## src/rtl/bcd_time_core.sv

```systemverilog
// -----------------------------------------------------------------------------
// bcd_time_core
//   Time-of-day core. Prescales i_clk down to a 1 Hz tick and keeps HH:MM:SS
//   as BCD digits for an LCD string formatter. It supports run/pause, a
//   validated set-time handshake, minute/hour adjust pulses, a 12/24 h display
//   mode with a PM flag, and second/day-rollover strobes.
//
// Parameters
//   CLK_HZ      enabled i_clk cycles per second (>= 2)
//   RESET_HOUR  binary hour (0-23) loaded by reset
//   RESET_MIN   binary minute (0-59) loaded by reset; seconds reset to 0
//
// Ports
//   i_clk, i_rst        clock, synchronous active-high reset
//   i_run_en            1 = prescaler and time advance, 0 = hold
//   i_mode_12h          display hours in 12 h format (outputs only)
//   i_set_valid/o_set_ready, i_set_hour/min/sec   set-time handshake (binary)
//   o_set_err           1-cycle pulse: request rejected, field out of range
//   i_inc_min/i_inc_hour  1-cycle adjust pulses (no carry between fields)
//   o_sec1..o_hour_10   BCD digits (hours are display hours)
//   o_pm                internal hour >= 12
//   o_sec_pulse         1-cycle strobe per 1 Hz increment
//   o_day_pulse         1-cycle strobe on 23:59:59 -> 00:00:00
//
// FSM states
//   state  | meaning
//   S_RUN  | normal timekeeping, set-time requests accepted
//   S_LOAD | latched set-time being written into the digits
// -----------------------------------------------------------------------------
module bcd_time_core #(
    parameter int CLK_HZ     = 50_000_000,
    parameter int RESET_HOUR = 0,
    parameter int RESET_MIN  = 0
) (
    input  logic       i_clk,
    input  logic       i_rst,
    input  logic       i_run_en,
    input  logic       i_mode_12h,
    input  logic       i_set_valid,
    output logic       o_set_ready,
    input  logic [4:0] i_set_hour,
    input  logic [5:0] i_set_min,
    input  logic [5:0] i_set_sec,
    output logic       o_set_err,
    input  logic       i_inc_min,
    input  logic       i_inc_hour,
    output logic [3:0] o_sec1,
    output logic [2:0] o_sec_10,
    output logic [3:0] o_min1,
    output logic [2:0] o_min_10,
    output logic [3:0] o_hour1,
    output logic [1:0] o_hour_10,
    output logic       o_pm,
    output logic       o_sec_pulse,
    output logic       o_day_pulse
);

    // Binary 0..59 -> {tens, units} by compare/subtract.
    function automatic logic [6:0] bin2bcd(input logic [5:0] v);
        if (v >= 6'd50)      return {3'd5, 4'(v - 6'd50)};
        else if (v >= 6'd40) return {3'd4, 4'(v - 6'd40)};
        else if (v >= 6'd30) return {3'd3, 4'(v - 6'd30)};
        else if (v >= 6'd20) return {3'd2, 4'(v - 6'd20)};
        else if (v >= 6'd10) return {3'd1, 4'(v - 6'd10)};
        else                 return {3'd0, v[3:0]};
    endfunction

    // Binary 0..29 -> {tens, units}; hours never exceed 23.
    function automatic logic [5:0] hour2bcd(input logic [4:0] v);
        if (v >= 5'd20)      return {2'd2, 4'(v - 5'd20)};
        else if (v >= 5'd10) return {2'd1, 4'(v - 5'd10)};
        else                 return {2'd0, v[3:0]};
    endfunction

    localparam int              PW        = $clog2(CLK_HZ);
    localparam logic [PW-1:0]   PRESC_MAX = PW'(CLK_HZ - 1);
    localparam logic [5:0]      RST_HOUR  = hour2bcd(5'(RESET_HOUR));
    localparam logic [6:0]      RST_MIN   = bin2bcd(6'(RESET_MIN));

    typedef enum logic {S_RUN = 1'b0, S_LOAD = 1'b1} state_t;

    state_t        r_state;
    logic [PW-1:0] r_presc;
    logic          r_set_ready;
    logic          r_set_err;
    logic          r_sec_pulse;
    logic          r_day_pulse;
    logic [3:0]    r_sec1;
    logic [2:0]    r_sec_10;
    logic [3:0]    r_min1;
    logic [2:0]    r_min_10;
    logic [3:0]    r_hour1;
    logic [1:0]    r_hour_10;
    logic [4:0]    r_ld_hour;
    logic [5:0]    r_ld_min;
    logic [5:0]    r_ld_sec;

    logic          w_tick;
    logic          w_in_range;
    logic          w_sec_wrap;
    logic          w_min_wrap;
    logic          w_hour_wrap;
    logic [5:0]    w_ld_hour_bcd;
    logic [6:0]    w_ld_min_bcd;
    logic [6:0]    w_ld_sec_bcd;
    logic [4:0]    w_hour_bin;
    logic [4:0]    w_disp_bin;
    logic [5:0]    w_disp_bcd;

    assign w_tick        = (r_presc == PRESC_MAX) && i_run_en;
    assign w_in_range    = (i_set_hour <= 5'd23) && (i_set_min <= 6'd59) &&
                           (i_set_sec <= 6'd59);
    assign w_sec_wrap    = (r_sec1 == 4'd9) && (r_sec_10 == 3'd5);
    assign w_min_wrap    = (r_min1 == 4'd9) && (r_min_10 == 3'd5);
    assign w_hour_wrap   = (r_hour_10 == 2'd2) && (r_hour1 == 4'd3);
    assign w_ld_hour_bcd = hour2bcd(r_ld_hour);
    assign w_ld_min_bcd  = bin2bcd(r_ld_min);
    assign w_ld_sec_bcd  = bin2bcd(r_ld_sec);

    // Display hours: 12 h maps 0 -> 12 and 13..23 -> 1..11.
    assign w_hour_bin = 5'(r_hour_10) * 5'd10 + 5'(r_hour1);

    always_comb begin
        w_disp_bin = w_hour_bin;
        if (i_mode_12h) begin
            if (w_hour_bin == 5'd0)
                w_disp_bin = 5'd12;
            else if (w_hour_bin > 5'd12)
                w_disp_bin = w_hour_bin - 5'd12;
        end
    end

    assign w_disp_bcd = hour2bcd(w_disp_bin);

    always_ff @(posedge i_clk) begin
        if (i_rst) begin
            r_state     <= S_RUN;
            r_presc     <= '0;
            r_set_ready <= 1'b1;
            r_set_err   <= 1'b0;
            r_sec_pulse <= 1'b0;
            r_day_pulse <= 1'b0;
            r_sec1      <= 4'd0;
            r_sec_10    <= 3'd0;
            r_min1      <= RST_MIN[3:0];
            r_min_10    <= RST_MIN[6:4];
            r_hour1     <= RST_HOUR[3:0];
            r_hour_10   <= RST_HOUR[5:4];
            r_ld_hour   <= 5'd0;
            r_ld_min    <= 6'd0;
            r_ld_sec    <= 6'd0;
        end else begin
            r_set_err   <= 1'b0;
            r_sec_pulse <= 1'b0;
            r_day_pulse <= 1'b0;
            case (r_state)
                S_LOAD: begin
                    // Load wins over adjust and tick; the second restarts here.
                    r_sec1      <= w_ld_sec_bcd[3:0];
                    r_sec_10    <= w_ld_sec_bcd[6:4];
                    r_min1      <= w_ld_min_bcd[3:0];
                    r_min_10    <= w_ld_min_bcd[6:4];
                    r_hour1     <= w_ld_hour_bcd[3:0];
                    r_hour_10   <= w_ld_hour_bcd[5:4];
                    r_presc     <= '0;
                    r_state     <= S_RUN;
                    r_set_ready <= 1'b1;
                end
                S_RUN: begin
                    if (i_run_en)
                        r_presc <= w_tick ? '0 : r_presc + PW'(1);

                    if (i_inc_min || i_inc_hour) begin
                        // Adjust drops a coincident tick; no carries between fields.
                        if (i_inc_min) begin
                            if (w_min_wrap) begin
                                r_min1   <= 4'd0;
                                r_min_10 <= 3'd0;
                            end else if (r_min1 == 4'd9) begin
                                r_min1   <= 4'd0;
                                r_min_10 <= r_min_10 + 3'd1;
                            end else begin
                                r_min1   <= r_min1 + 4'd1;
                            end
                        end
                        if (i_inc_hour) begin
                            if (w_hour_wrap) begin
                                r_hour1   <= 4'd0;
                                r_hour_10 <= 2'd0;
                            end else if (r_hour1 == 4'd9) begin
                                r_hour1   <= 4'd0;
                                r_hour_10 <= r_hour_10 + 2'd1;
                            end else begin
                                r_hour1   <= r_hour1 + 4'd1;
                            end
                        end
                    end else if (w_tick) begin
                        r_sec_pulse <= 1'b1;
                        r_day_pulse <= w_sec_wrap && w_min_wrap && w_hour_wrap;
                        if (r_sec1 == 4'd9) begin
                            r_sec1   <= 4'd0;
                            r_sec_10 <= (r_sec_10 == 3'd5) ? 3'd0 : r_sec_10 + 3'd1;
                        end else begin
                            r_sec1   <= r_sec1 + 4'd1;
                        end
                        if (w_sec_wrap) begin
                            if (r_min1 == 4'd9) begin
                                r_min1   <= 4'd0;
                                r_min_10 <= (r_min_10 == 3'd5) ? 3'd0 : r_min_10 + 3'd1;
                            end else begin
                                r_min1   <= r_min1 + 4'd1;
                            end
                            if (w_min_wrap) begin
                                if (w_hour_wrap) begin
                                    r_hour1   <= 4'd0;
                                    r_hour_10 <= 2'd0;
                                end else if (r_hour1 == 4'd9) begin
                                    r_hour1   <= 4'd0;
                                    r_hour_10 <= r_hour_10 + 2'd1;
                                end else begin
                                    r_hour1   <= r_hour1 + 4'd1;
                                end
                            end
                        end
                    end

                    // Ready is always high in S_RUN, so valid alone is a handshake.
                    if (i_set_valid) begin
                        if (w_in_range) begin
                            r_ld_hour   <= i_set_hour;
                            r_ld_min    <= i_set_min;
                            r_ld_sec    <= i_set_sec;
                            r_state     <= S_LOAD;
                            r_set_ready <= 1'b0;
                        end else begin
                            r_set_err   <= 1'b1;
                        end
                    end
                end
                default: begin
                    r_state     <= S_RUN;
                    r_set_ready <= 1'b1;
                end
            endcase
        end
    end

    assign o_set_ready = r_set_ready;
    assign o_set_err   = r_set_err;
    assign o_sec_pulse = r_sec_pulse;
    assign o_day_pulse = r_day_pulse;
    assign o_sec1      = r_sec1;
    assign o_sec_10    = r_sec_10;
    assign o_min1      = r_min1;
    assign o_min_10    = r_min_10;
    assign o_hour1     = w_disp_bcd[3:0];
    assign o_hour_10   = w_disp_bcd[5:4];
    assign o_pm        = (w_hour_bin >= 5'd12);

endmodule

```

## config.mk

```make
export PLATFORM = sky130hd
export DESIGN_NAME = bcd_time_core
export DESIGN_NICKNAME = d
export VERILOG_FILES = /design/src/rtl/bcd_time_core.sv
export SDC_FILE = /design/constraint.sdc
export NUM_CORES = 1
export LEC_CHECK = 0
export ABC_AREA = 1
export CAP_MARGIN = 20
export CORE_UTILIZATION = 30
export CTS_CLUSTER_SIZE = 16
export DETAILED_ROUTE_END_ITERATION = 7
export SETUP_SLACK_MARGIN = 0.5
export SYNTH_ARGS = -nofsm -noshare
export SYNTH_HDL_FRONTEND = slang
export SYNTH_SLANG_ARGS = --single-unit
```

## constraint.sdc

```tcl
create_clock -name i_clk -period 4.2 [get_ports i_clk]
set_clock_uncertainty 0.1 [all_clocks]
set_input_delay 1.26 -clock i_clk [delete_from_list [all_inputs] [get_ports i_clk]]
set_output_delay 1.26 -clock i_clk [all_outputs]
set_load 0.005 [all_outputs]
```

---- Word-level counts from Yosys, hierarchy flattened ----
Cells that the tools add are included.
storage, ports and cells
  ROM bits ................................ 0
  bits in latches ......................... 0
  memories ................................ 0
  output and inout port bits .............. 25
  register bits ........................... 68
  bits of input ports ..................... 24
  memory bits (writable) .................. 0
  logic and storage cells ................. 171
operators by class
  div/mod/pow operators ................... 0
  bitwise gates (word level) .............. 3
  multiply operators ...................... 1
  eq/ne operators ......................... 21
  reductions and logical operators ........ 20
  add/subtract/negate cells ............... 23
  shifts and indexed selects .............. 0
  mux-type cells .......................... 69
  order comparisons ....................... 19
operators by type and width
  operator                 count
  $mux W4                  16
  $mux W26                 2
  $pmux W26 S2             1
  $mux W3                  12
  $mux W6                  6
  $mux W5                  7
  $sub A4 B4 Y4 const B    8
  $mux W7                  4
  $add A26 B1 Y26 const B  1
  $eq A26 B26 Y1 const B   1
  $ge A6 B5 Y1 const B     4
  $ge A6 B6 Y1 const B     4
  $pmux W4 S2              3
  $ne A3 B3 Y1 const B     7
  $sub A4 B3 Y4 const B    4
  $ge A5 B4 Y1 const B     3
  $mux W2                  7
  $add A4 B1 Y4 const B    3
  $eq A4 B4 Y1 const B     3
  $ge A6 B4 Y1 const B     2
  $le A6 B6 Y1 const B     2
  $ne A2 B2 Y1 const B     6
  $pmux W3 S2              2
  $ge A5 B5 Y1 const B     2
  other kinds (24)         46

---- Depth between registers and ports, before layout ----
Gate-level depths: netlist (run 1).
  word-level depth ........................ 9
  mapped depth ............................ 22
  gate-level depth less buffers ........... 22

---- Worst setup path after synthesis (run 1) ----
OpenSTA, ideal clock, no wires.
  path kind ............................... reg-to-output
  start point ............................. reg r_hour1[1]
  end point ............................... out o_hour1[3]
  arrival ................................. 2,585 ps
  data required time ...................... 2,840 ps
  path buffers ............................ 0
  setup slack ............................. 255 ps
  stages on the path, launching flop included .. 23
  cells stage by stage .................... dfxtp_1 > ha_1 > inv_1 > fa_1 > xnor2_2 > inv_1 > ha_1 > inv_1 > nor2_1 > nand3_1 > nand2_1 > nor2_1 > nand2_1 > nand2_2 > ha_1 > inv_1 > nor2_1 > inv_1 > nand3_1 > nand2_1 > inv_1 > nand2_1 > nand2_1
between the ends
  word-level cells in the longest chain between the ends .. 8
  elaborated cells between the ends (all ways) .. 13
  those cells by class .................... add/sub: 4; order compare: 3; mux: 5; reduce/logical: 1
ends and longest elaborated chain
  element                                               RTL line  RTL
  start: declaration                                    92        logic [3:0] r_hour1;
  start signal: assignment                              147       r_hour1 <= RST_HOUR[3:0];
  start signal: assignment                              163       r_hour1 <= w_ld_hour_bcd[3:0];
  start signal: assignment                              194       r_hour1 <= r_hour1 + 4'd1;
  $add A5 B4 Y5 (*)                                     121       assign w_hour_bin = 5'(r_hour_10) * 5'd10 + 5'(r_hour1);
  $sub A5 B4 Y5 / $gt A5 B4 Y1 (equally long branches)  129, 128
  $mux W5                                               128       else if (w_hour_bin > 5'd12)
  $mux W5                                               126       if (w_hour_bin == 5'd0)
  $mux W5 (*)                                           125       if (i_mode_12h) begin
  $sub A4 B4 Y4 / $ge A5 B4 Y1 (equally long branches)  71        else if (v >= 5'd10) return {2'd1, 4'(v - 5'd10)};
  $mux W5                                               71
  $mux W6 (*)                                           70        if (v >= 5'd20) return {2'd2, 4'(v - 5'd20)};
  end: declaration                                      51        output logic [3:0] o_hour1,
Every way passes the cells marked *; elsewhere a longest branch is shown, timed or not.

---- Final worst setup path (run 1) ----
  start point ............................. reg r_hour1[1]
  end point ............................... out o_hour1[2]
The elaborated chain is that of the path after synthesis.

==> results of run 1 <==
[cells in the final DEF (no fill, tap or decap), drive strengths merged]
cell type	netlist	routed
clkdlybuf4s50	0	41
a211oi	2	2
nand3b	2	2
o311ai	1	1
o21a	2	2
a31o	1	1
xor2	12	12
nand4	19	19
and2	1	1
or2	3	3
nor2	81	81
nor4	6	6
o21bai	1	1
nor3b	6	6
o21ai	57	57
xnor2	8	8
nand3	64	64
a21boi	1	1
dfxtp	68	68
nor3	23	23
inv	101	101
clkbuf	12	14
o211ai	2	2
buf	4	42
clkinvlp	0	1
o221ai	1	1
nand2	156	156
o22ai	6	6
a21oi	53	53
ha	32	32
fa	1	1
a31oi	4	4
and3	1	1
dlygate4sd2	0	2
[worst max-delay path, stage by stage, from the launching register on]
cell	delay, ns
dfxtp_2	0.35
ha_4	0.14
inv_2	0.03
fa_2	0.36
xnor2_2	0.14
buf_4	0.14
ha_4	0.15
inv_2	0.05
nor2_2	0.04
o21ai_2	0.15
nand2_2	0.09
nand2_2	0.09
nand2_2	0.08
ha_4	0.16
inv_2	0.03
nor2_1	0.03
inv_1	0.09
buf_4	0.11
nand2_1	0.04
o211ai_1	0.16
nand2_1	0.07
buf_2	0.12
[cell families (layout without fill, tap and decap cells)]
kind of cell	after synthesis	in the layout
buffers and inverters	117	201
AND/OR/NAND/NOR	362	362
flip-flops	68	68
adder cells (fa/ha/maj)	33	33
XOR/XNOR	20	20
AO/OA/AOI/OAI	131	131
[cells in the mapped netlist, types with 3 or more instances]
cell	n	area share [%]
a21oi_1	52	5.4
a31oi_1	4	0.52
clkbuf_1	10	0.79
dfxtp_1	68	28
ha_1	32	8.4
inv_1	101	7.9
nand2_1	146	11
nand2_2	7	0.92
nand2_4	3	0.71
nand3_1	62	6.5
nand4_1	19	2.5
nor2_1	75	5.9
nor2_4	5	1.2
nor3_1	23	2.4
nor3b_1	6	0.94
nor4_1	6	0.79
o21ai_0	55	5.8
o22ai_1	6	0.79
xnor2_1	7	1.3
xor2_1	12	2.2
[final cells by class]
| cell class | instances | area, um^2 |
|---|---|---|
| Fill cell | 1631 | 9263 |
| Multi-Input combinational cell | 546 | 3073 |
| Sequential cell | 68 | 1366 |
| Timing Repair Buffer | 85 | 752.0 |
| Inverter | 101 | 381.6 |
| Clock buffer | 14 | 264.0 |
| Tap cell | 211 | 264.0 |
| Clock inverter | 1 | 7.507 |
[power by group through the flow]
stage | Sequential, mW | Combinational, mW | Clock (mW)
after global placement | 0.732 | 0.459 | 0
after floorplan | 0.719 | 0.289 | 0
after global routing | 0.724 | 0.569 | 0.751
after detailed placement | 0.731 | 0.459 | 0
final | 0.718 | 0.504 | 0.696
after CTS | 0.718 | 0.496 | 0.713
[layer usage]
layer  routed length (um)  vias up  global-route usage [%]
li1                     -     2564                       -
met1                 6317     2201                   21.39
met5                    0        -                       0
met3                  463       10                   3.840
met4                   91        0                   2.976
met2                 5835       88                   25.82
[stage by stage]
step | area, um^2 | setup slack, ns | std cells | total power [mW]
2_1_floorplan | 4810 | 0.3796 | 731 | 1.008
3_3_place_gp | 5669 | -0.4724 | 998 | 1.191
3_5_place_dp | 5669 | -0.4912 | 998 | 1.190
4_1_cts | 6096 | -0.1326 | 1026 | 1.926
5_1_grt | 6108 | -0.3816 | 1026 | 2.044
6_report | 6108 | -0.1240 | 1026 | 1.918
[registers in the layout, summed over array words and instances (netlist names)]
name	count
o_sec1	4
r_ld_min	6
o_sec_pulse	1
r_ld_sec	6
o_min1	4
r_state	1
o_min_10	3
o_sec_10	3
r_hour1	4
o_day_pulse	1
r_hour_10	2
o_set_ready	1
o_set_err	1
r_presc	26
r_ld_hour	5
[what timing repair did]
action,4_1_cts,5_1_grt
pin swaps,27,3
gates cloned,0,0
buffers inserted,13,0
setup endpoints to repair,6,5
gates resized for setup,44,5
[final timing paths]
kind	startpoint	to	slack (ns)	cells past startpoint
setup reg to reg	r_state	r_presc[25]	1.81	11
hold / removal	r_presc[0]	r_presc[0]	0.39	2
setup / recovery	r_hour1[1]	o_hour1[2]	-0.12	21
hold reg to reg	r_presc[0]	r_presc[0]	0.39	2
==> results, run 1 <==
- Net switching is between 30% and 40% of the power.
- The part of the power in the clock network is 36.3%.
- The routed length per instance is between 10 and 15 um.
- The vias per cell is approximately 4.7.
- The area growth from synthesis to layout is 27.73%.
- The worst slew margin relative to its limit is 45.77%.
- The horizontal extent of the die is ~130 um.
- The cts-stage hold buffer count is 0.
- The first global-routing pass estimated approximately 21000 um of wire.
- The adder and majority gate portion of the synthesized area is under 10%.
- The pin count of the biggest net entering global routing is 25.
- Each instance of the synthesized netlist takes up on average between 6 and 7 um^2.
- The longest clock path from root to sink contains 2 buffers.
- Counting flops with a built-in enable in the synthesized netlist gives 0.
- The run finished, with violations left.
- Port buffering added 48 buffers.
- The post-synth net total is 788.
- The first-pass iteration count of the detailed router is 5.
- For this configuration, the core starts out at a cell density of 31.11%.
- The die area is ~16000 um^2.
- Counting I/O delays and the setup requirement, the final critical path takes approximately 4.3 ns.
- The summed negative setup slack over all endpoints is -0.3708 ns.
- The flip-flop and latch count after synthesis is 68.
- The setup path with the least slack is of type register to output port.
- The timing-limited maximum frequency is 231.3 MHz.
- The fraction of final layout cells sized beyond drive strength 1 is 13.01%.
- The number of levels in the clock H-tree is 3.
- Once routing completed, OpenROAD measured the worst setup slack at -0.1240 ns.
- In the final design database the tool counted between 800 and 900 nets.
- The number of endpoints with negative hold slack in the final report is 0.
- The total congestion overflow after global routing is 0.
- The total number of placement rows is 45.
- The total DRC errors in the routed layout is 0.
- Summing the areas of all compound-gate instances in the mapped netlist gives roughly 15% of the synthesized area.
- The multiplexer fraction of the synthesized cell area is 0%.
- The analysis attributes to net switching a power of roughly 0.6 mW.
- STA classifies the critical path startpoint as a register.
- The half-perimeter wire length after placement is ~9600 um.
- The number of global-route vias before repair is around 4400.
- In this run the static leakage power is 2.598 nW.
- The number of different library cells used by synthesis comes to 43.
- The final antenna diode count is 0.
- The core area is about 15000 um^2.
- The min-delay analysis places its worst path in the category register to register.
- Internal power comes to around 1.3 mW.
- The die outline height is 128.3 um.
- Sequential cells account for between 30% and 40% of the total power.
- The number of antenna violations at the first check in global routing was 0.
- The worst supply voltage drop on vdd is approximately 0.18 mV.
- The biggest fanout along the worst timing path is 2.
- The core occupancy in the finished layout is roughly 40%.
- For the worst-skew pair, the clock arrives at the later sink with an insertion delay of between 0.3 and 0.4 ns.
- After synthesis, flip-flops and latches occupy 28.47% of the total area.
- The transition time at the pin with the least slew margin is just over 0.8 ns.
- The synthesized netlist devotes 34.82% of its cell area to simple gates.
- The combinational share of power is between 20% and 30%.
- The total routing usage reported by global routing is about 16%.
- The total vias in the final route is about 5000.
- The post-route fraction of the period consumed by the critical path is 103.0%.
- The number of violations of the max-capacitance limit is 0.
- By area, the combinational part of the netlist is dominated by simple AND/OR/NAND/NOR gates.
- The starting DRC count in detailed routing is about 310.
- The most used flip-flop cell after synthesis is dfxtp_1.
- The required arrival time at the worst endpoint is approximately 2.8 ns.
- The synthesized netlist devotes under 10% of its cell area to XOR and XNOR gates.
- The max-slew violation count is 0.
- The clock transition time at the flip-flop clock pins of the worst setup and hold paths is around 0.060 ns.
- Setup repair after global routing could not meet its margin everywhere.
- For this block, the routed nets add up to around 13000 um of wire.
- The synthesized instance count is 731.
- The synthesized area is 4782 um^2.
- The kind of end point of the critical path is an output port.
- The CTS buffer count is 9.
- The antenna violation net count after detailed routing is 0.
- The endpoint arrival time on the critical path is between 2 and 3 ns.
- The number of top-level design ports is about 50.
- For this run, asynchronously set or reset flops after synthesis account for 0%.
- Setup violations remaining at the end of the flow were counted as 4.
- The CTS tree is done.
- The tightest hold margin is 0.3932 ns.
- During synthesis, Yosys emitted a total of 0 warnings.
- At the end of routability-driven placement, the weighted congestion stood at ~0.84.
- The checks that failed: setup timing.
- The ratio of total power to cell area is approximately 310 nW/um^2.
- The clock net sink count is just under 70.
- The cell at the root of the clock tree is clkbuf_16.
Power figures use the tool's default switching activity.
==> inputs of run 2 (changes only) <==
--- a/config.mk
+++ b/config.mk
@@ -10,6 +10,8 @@
 export CORE_UTILIZATION = 30
 export CTS_CLUSTER_SIZE = 16
 export DETAILED_ROUTE_END_ITERATION = 7
+export DONT_BUFFER_PORTS = 1
+export RECOVER_POWER = 50
 export SETUP_SLACK_MARGIN = 0.5
 export SYNTH_ARGS = -nofsm -noshare
 export SYNTH_HDL_FRONTEND = slang
==> run 2 against run 1 <==
Compared with the run above: largest cell class unchanged; register-to-register slack worse by 0.12 ns; critical path depth is 1 lower; setup slack improved by 0.021 ns; the flow still finishes with violations (setup timing); power shrank 3.9%; combinational power is 16% lower.
==> results, run 2 (synthesis gave the netlist of run 1 again) <==
- The post-route fraction of the period consumed by the critical path is 102.5% (was 103.0%).
- The number of global-route vias before repair is 4314 (was 4418).
- The sequential cell area came to 1376 um^2 (was 1366 um^2).
- The antenna violation net count after detailed routing is 0 (unchanged).
- The cell with the largest stage delay on the worst path is dfxtp_4 (was fa_2).
- The routed length per instance is 13.10 um (was 12.38 um).
- The kind of end point of the critical path is an output port (unchanged).
- The final antenna diode count was 0 (unchanged).
- The flip-flop count of the largest register after layout is 26 (unchanged).
- The number of top-level design ports is 49 (unchanged).
- The instance count on the critical path is 20 (was 21).
- The final number of setup-violating endpoints is 4 (unchanged).
- The half-perimeter wire length after placement is 9197 um (was 9570 um).
- The uppermost layer routed is met4 (unchanged).
- The CTS buffer count is 9 (unchanged).
- The die outline height was 128.3 um (unchanged).
- The total congestion overflow after global routing is 0 (unchanged).
- The endpoint arrival time on the critical path was 2.94 ns (was 2.96 ns).
- The wire length of the first global-routing pass is 20560 um (was 21030 um).
- The met3 layer wire length in the routed design was 804 um (was 463 um).
- The number of cell instances on the worst register-to-register path is 7 (was 11).
- The horizontal extent of the die is 128.3 um (unchanged).
- The most common library cell in the layout ignoring fill and taps is nand2_1 (unchanged).
- The register containing the most flip-flops in the final layout is r_presc (unchanged).
- The worst setup margin is -0.1033 ns (was -0.1240 ns).
- The die area came to 16450 um^2 (unchanged).
- The sum of routed wire segments on met1 is 5643 um (was 6317 um).
- The most used cell along the critical path is nand2_2.
- The worst slack at placement is 0.1694 ns (was -0.4912 ns).
- Largest registers: r_presc x26, r_ld_min x6, r_ld_sec x6 (unchanged).
- The starting DRC count in detailed routing is 327 (was 308).
- The worst supply voltage drop on vdd is 0.2298 mV (was 0.1810 mV).
- The core area came to 15370 um^2 (unchanged).
- Cell-by-cell trace of the critical path: ha_4, inv_2, fa_2, xnor2_2, buf_4, ha_4, inv_4, nor2_4, o21ai_2, nand2_2, nand2_2, nand2_2, buf_4, buf_4, buf_6, nand3_4, nand2_4, nand2_2, nand2_2, nand2_2 (was ha_4, inv_2, fa_2, xnor2_2, buf_4, ha_4, inv_2, nor2_2, o21ai_2, nand2_2, nand2_2, nand2_2, ha_4, inv_2, nor2_1, inv_1, buf_4, nand2_1, o211ai_1, nand2_1, buf_2).
- Setup repair after global routing missed its margin: yes (unchanged).
- The first-pass iteration count of the detailed router is 5 (unchanged).
- The vias per cell is 4.900 (was 4.740).
- The total DRC errors in the routed layout came to 0 (unchanged).
- The number of violations of the max-capacitance limit is 0 (unchanged).
- The cell at the root of the clock tree is clkbuf_16 (unchanged).
- The CTS tree is done (unchanged).
- The port buffer count is 0 (was 48).
- The ratio of total power to cell area came to 335.1 nW/um^2 (was 314.1 nW/um^2).
- The pin count of the biggest net entering global routing is 35 (was 25).
- The static leakage was 2.307 nW (was 2.598 nW).
- The startpoint type of the worst setup path is a register (unchanged).
- The number of buffers on the longest clock path is 2 (unchanged).
- The number of levels in the clock H-tree is 3 (unchanged).
- The number of endpoints with negative hold slack in the final report is 0 (unchanged).
- The largest stage delay on the critical path is 0.36 ns (about the same).
- The filler-free cell count of the finished design came to 961 (was 1026).
- The fill cell total of the finished layout is 1629 (was 1631).
- The clock net sink count is 68 (unchanged).
- The area growth from synthesis to layout is 15.07% (was 27.73%).
- The post-detailed-routing wire length is 12590 um (was 12710 um).
- The biggest fanout along the worst timing path is 4 (was 2).
- The total routing usage reported by global routing is 15.53% (was 15.90%).
- The initial core utilization came to 31.11% (unchanged).
- The final period demand of the worst path was 4.303 ns (was 4.324 ns).
- Violated checks: setup timing (unchanged).
- The max-slew violation count is 0 (unchanged).
- The core occupancy in the finished layout was 35.80% (was 39.74%).
- The transition time at the pin with the least slew margin is 0.8510 ns (was 0.8123 ns).
- Result of the run: complete, but fails checks (unchanged).
- The total vias in the final route is 4709 (was 4863).
- The last weighted congestion value of the routability-driven placer came to 0.8502 (was 0.8386).
- The number of antenna violations at the first check in global routing is 0 (unchanged).
- The clock transition time at the flip-flop clock pins of the worst setup and hold paths came to 0.05 ns (was 0.06 ns).
- The final layout net count is 803 (was 868).
- The routed length on met2 came to 5861 um (was 5835 um).
- The cell depth of the worst min-delay path came to 2 (unchanged).
- The worst slew margin relative to its limit is 43.20% (was 45.77%).
- The multi-input logic area is 3060 um^2 (was 3073 um^2).
- The required arrival time at the worst endpoint is 2.84 ns (about the same).
- The buffering stage count on the worst path with inverters included is 6 (was 7).
- The fraction of final layout cells sized beyond drive strength 1 is 10.80% (was 13.01%).
- The cell count after placement is 928 (was 998).
- The worst hold-check path type is register to register (unchanged).
- The clock latency at the later pin of the worst-skew pair was 0.33 ns (about the same).
- The kind of cell adding the most delay to the critical path is simple AND/OR/NAND/NOR gates (was adder cells).
- The kind of critical path is register to output port (unchanged).
- The timing-limited maximum frequency came to 232.4 MHz (was 231.3 MHz).
- The total number of placement rows was 45 (unchanged).
- Highest-count cells in the layout ignoring fill and taps: 140 x nand2_1, 94 x inv_1, 73 x nor2_1 (was 140 x nand2_1, 94 x inv_1, 74 x nor2_1).
==> run 2: cell types whose count changed in the layout (fill, tap and decap cells not counted), moves of 3 or more <==
cell	before	now
dfxtp_4	0	4
clkdlybuf4s50_1	41	0
nand3_2	5	1
buf_4	33	18
dfxtp_2	4	0
buf_6	5	1
buf_2	4	0
nand3_1	58	61
==> run 2: per-stage QoR <==
stage          setup TNS (ns)  cell area (um^2)  hold WS (ns)  power (mW)
6_report              -0.3152              5503        0.3939       1.844
5_1_grt               -0.9692              5503        0.4195       1.966
4_1_cts                     0              5454        0.3872       1.824
3_5_place_dp                0              5024        0.3738       1.082
3_3_place_gp                0              5024        0.3743       1.084
2_1_floorplan               0              4810        0.3608       1.008
==> run 2: final timing paths <==
path / from / to / slack (ns)
hold / removal: r_presc[1] / r_presc[1] / 0.39
setup reg to reg: r_state / o_sec_10[0] / 1.69
setup / recovery: r_hour1[1] / o_hour1[1] / -0.10
hold reg to reg: r_presc[1] / r_presc[1] / 0.39
==> run 2: power by group <==
| group | total, mW | leakage, nW | internal [mW] | switching [mW] |
|---|---|---|---|---|
| combinational | 0.425 | 1.61 | 0.170 | 0.255 |
| sequential | 0.725 | 0.558 | 0.677 | 0.0484 |
| clock | 0.694 | 0.135 | 0.426 | 0.267 |
| total | 1.84 | 2.31 | 1.27 | 0.571 |
==> run 2: layout make-up <==
type                       instances  area share (%)
inverter                         101           6.935
clock inverter                     2          0.1819
tap                              211           4.798
multi-input combinational        546           55.62
clock buffer                      13           4.729
timing repair buffer              20           2.729
sequential                        68           25.01
==> run 2: layer usage <==
metal / global-route usage, % / vias to the layer above
li1: - / 2448
met1: 19.31 / 2142
met2: 25.44 / 93
met3: 4.925 / 26
met4: 4.775 / 0
met5: 0 / -
==> run 2: worst min-delay path, cell delays in order, from the launching register on <==
cell	delay, ns
dfxtp_1	0.33
nand2_1	0.07
a21oi_1	0.06
==> run 2: what timing repair did <==
item,in CTS,in global routing
pin swaps,20,16
buffers inserted,16,2
hold buffers,0,0
resized for setup,13,17
endpoints found under the setup margin,5,5
==> inputs of run 3 (changes only) <==
--- a/config.mk
+++ b/config.mk
@@ -6,7 +6,7 @@
 export NUM_CORES = 1
 export LEC_CHECK = 0
 export ABC_AREA = 1
-export CAP_MARGIN = 20
+export CAP_MARGIN = 0
 export CORE_UTILIZATION = 30
 export CTS_CLUSTER_SIZE = 16
 export DETAILED_ROUTE_END_ITERATION = 7
==> constraint.sdc (replaced) <==
create_clock -name i_clk -period 4.1 [get_ports i_clk]
set_clock_uncertainty 0.1 [all_clocks]
set_input_delay 1.23 -clock i_clk [delete_from_list [all_inputs] [get_ports i_clk]]
set_output_delay 1.23 -clock i_clk [all_outputs]
set_load 0.005 [all_outputs]
==> run 3 against run 2 <==
Compared with the run above: the flow still finishes with violations (setup timing); power increased by 8.9%; sequential cell count unchanged; sequential share of layout area increased by 0.080 points; global-route usage increased by 0.11 points; register-to-register slack got worse by 0.06 ns; combinational power decreased by 7.3%; clock-buffer cell count decreased by 1; critical path depth decreased by 2; first-iteration DRC count decreased by 1.2%; cell count decreased by 0.52%; critical endpoint is now o_hour1[2]; largest power group is now the clock network; highest routed layer unchanged.
==> results, run 3 (synthesis gave the netlist of run 1 again) <==
- The clock transition time at the flip-flop clock pins of the worst setup and hold paths came to 0.06 ns (was 0.05 ns).
- The clock latency at the later pin of the worst-skew pair is 0.34 ns (was 0.33 ns).
- The register containing the most flip-flops in the final layout is r_presc (unchanged).
- The cts-stage hold buffer count is 0 (unchanged).
- The initial core utilization was 31.11% (unchanged).
- Highest-count cells in the layout ignoring fill and taps: 142 x nand2_1, 95 x inv_1, 72 x nor2_1 (was 140 x nand2_1, 94 x inv_1, 73 x nor2_1).
- The endpoint arrival time on the critical path is 2.82 ns (was 2.94 ns).
- Largest registers: r_presc x26, r_ld_min x6, r_ld_sec x6 (unchanged).
- The last weighted congestion value of the routability-driven placer was 0.8553 (was 0.8502).
- The total DRC errors in the routed layout is 0 (unchanged).
- After layout, the worst path uses 101.3% of the clock period.
- The number of violations of the max-capacitance limit is 0 (unchanged).
- The biggest fanout along the worst timing path is 3 (was 4).
- The worst hold-check path type is register to register (unchanged).
- The worst slew margin relative to its limit is 45.63% (was 43.20%).
- The worst setup margin is -0.05231 ns (was -0.1033 ns).
- The cell count after placement is 929 (was 928).
- The port buffer count came to 0 (unchanged).
- The flip-flop count of the largest register after layout is 26 (unchanged).
- The CTS tree is done (unchanged).
- The final period demand of the worst path is slightly above 4 ns.
- The kind of critical path is register to output port (unchanged).
- The most common library cell in the layout ignoring fill and taps is nand2_1 (unchanged).
- The die outline height is 128.3 um (unchanged).
- The max-slew violation count is 0 (unchanged).
- The final layout net count is 797 (was 803).
- The total routing usage reported by global routing was 15.64% (was 15.53%).
- The starting DRC count in detailed routing came to 323 (was 327).
- The static leakage is 2.308 nW (was 2.307 nW).
- The CTS buffer count was 9 (unchanged).
- The kind of end point of the critical path is an output port (unchanged).
- The area growth from synthesis to layout is 14.70% (was 15.07%).
- The post-detailed-routing wire length was 12490 um (was 12590 um).
- The total congestion overflow after global routing came to 0 (unchanged).
- The antenna violation net count after detailed routing is 0 (unchanged).
- Violated checks: setup timing (unchanged).
- The final number of setup-violating endpoints is 3 (was 4).
- The filler-free cell count of the finished design is 956 (was 961).
- The wire length of the first global-routing pass is 20470 um (was 20560 um).
- The half-perimeter wire length after placement was 9282 um (was 9197 um).
- The number of antenna violations at the first check in global routing is 0 (unchanged).
- The number of global-route vias before repair is 4254 (was 4314).
- Setup repair after global routing missed its margin: yes (unchanged).
- The fraction of final layout cells sized beyond drive strength 1 is 10.20% (was 10.80%).
- The worst supply voltage drop on vdd is 0.1894 mV (was 0.2298 mV).
- The required arrival time at the worst endpoint is 2.77 ns (was 2.84 ns).
- The number of levels in the clock H-tree was 3 (unchanged).
- The timing-limited maximum frequency is 240.8 MHz.
- The clock net sink count is 68 (unchanged).
- The total number of placement rows is 45 (unchanged).
- The horizontal extent of the die is 128.3 um (unchanged).
- The core occupancy in the finished layout is 35.69% (was 35.80%).
- The vias per cell came to 4.816 (was 4.900).
- The core area is 15370 um^2 (unchanged).
- The first-pass iteration count of the detailed router is 5 (unchanged).
- The pin count of the biggest net entering global routing is 35 (unchanged).
- The cell at the root of the clock tree is clkbuf_16 (unchanged).
- The die area is 16450 um^2 (unchanged).
- The total vias in the final route is 4604 (was 4709).
- Result of the run: complete, but fails checks (unchanged).
- The number of endpoints with negative hold slack in the final report came to 0 (unchanged).
- The final antenna diode count is 0 (unchanged).
- The routed length per instance is 13.06 um (was 13.10 um).
- The number of buffers on the longest clock path is 2 (unchanged).
- The transition time at the pin with the least slew margin is 0.8144 ns (was 0.8510 ns).
- The ratio of total power to cell area is 366.0 nW/um^2 (was 335.1 nW/um^2).
- The startpoint type of the worst setup path is a register (unchanged).
- The number of top-level design ports came to 49 (unchanged).
[run 3: what timing repair did]
item                                    4_1_cts  5_1_grt
resized for setup                            10       12
endpoints found under the setup margin        5        5
pin swaps                                    17       18
setup buffers                                 8        3
[run 3: layout make-up]
type	count	area, um^2
clock buffers	12	266.5
clock inverters	4	70.07
fillers	1650	9886
inverters	101	379.1
multi-input cells	546	3028
flip-flops and latches	68	1376
well taps	211	264.0
repair buffers	14	101.3
[run 3: metal layers]
metal | track usage [%] | wire (um) | vias up
li1 | - | - | 2432
met1 | 19.55 | 5825 | 2088
met2 | 25.66 | 5798 | 76
met3 | 5.467 | 745 | 8
met4 | 3.599 | 121 | 0
met5 | 0 | 0 | -
[run 3: path summary, 6_finish.rpt]
check	start	endpoint	slack [ns]	depth (start not counted)
hold reg to reg	r_presc[1]	r_presc[1]	0.39	2
hold / removal	r_presc[1]	r_presc[1]	0.39	2
setup reg to reg	r_state	o_sec_10[0]	1.63	6
setup / recovery	r_hour1[1]	o_hour1[2]	-0.05	18
[run 3: power by group]
group | internal (mW) | switching (mW) | total, mW
Sequential | 0.693 | 0.0485 | 0.742
Combinational | 0.149 | 0.245 | 0.394
Clock | 0.580 | 0.292 | 0.872
[run 3: through the flow]
stage                     hold slack [ns]  cell area, um^2  power, mW  setup TNS, ns  setup WS (ns)
after global placement             0.3763             5031      1.112              0         0.1275
after detailed placement           0.3803             5031      1.110              0        0.09314
after CTS                          0.3879             5448      2.004        -0.2293       -0.09261
after floorplan                    0.3608             4810      1.033              0         0.3096
after global routing               0.4213             5485      2.122        -0.8677        -0.2360
final                              0.3913             5485      2.008       -0.08519       -0.05231
[run 3: critical path: stages, from the launching register on]
cell,delay (ns)
dfxtp_4,0.36
ha_4,0.13
inv_2,0.03
fa_2,0.55
inv_2,0.05
ha_2,0.18
inv_2,0.06
nor2_2,0.04
o21ai_2,0.16
nand2_2,0.08
nand2_2,0.08
nand2_2,0.08
ha_4,0.16
inv_2,0.04
nor2_2,0.03
inv_1,0.07
nand2_1,0.06
o211ai_1,0.21
nand2_1,0.10
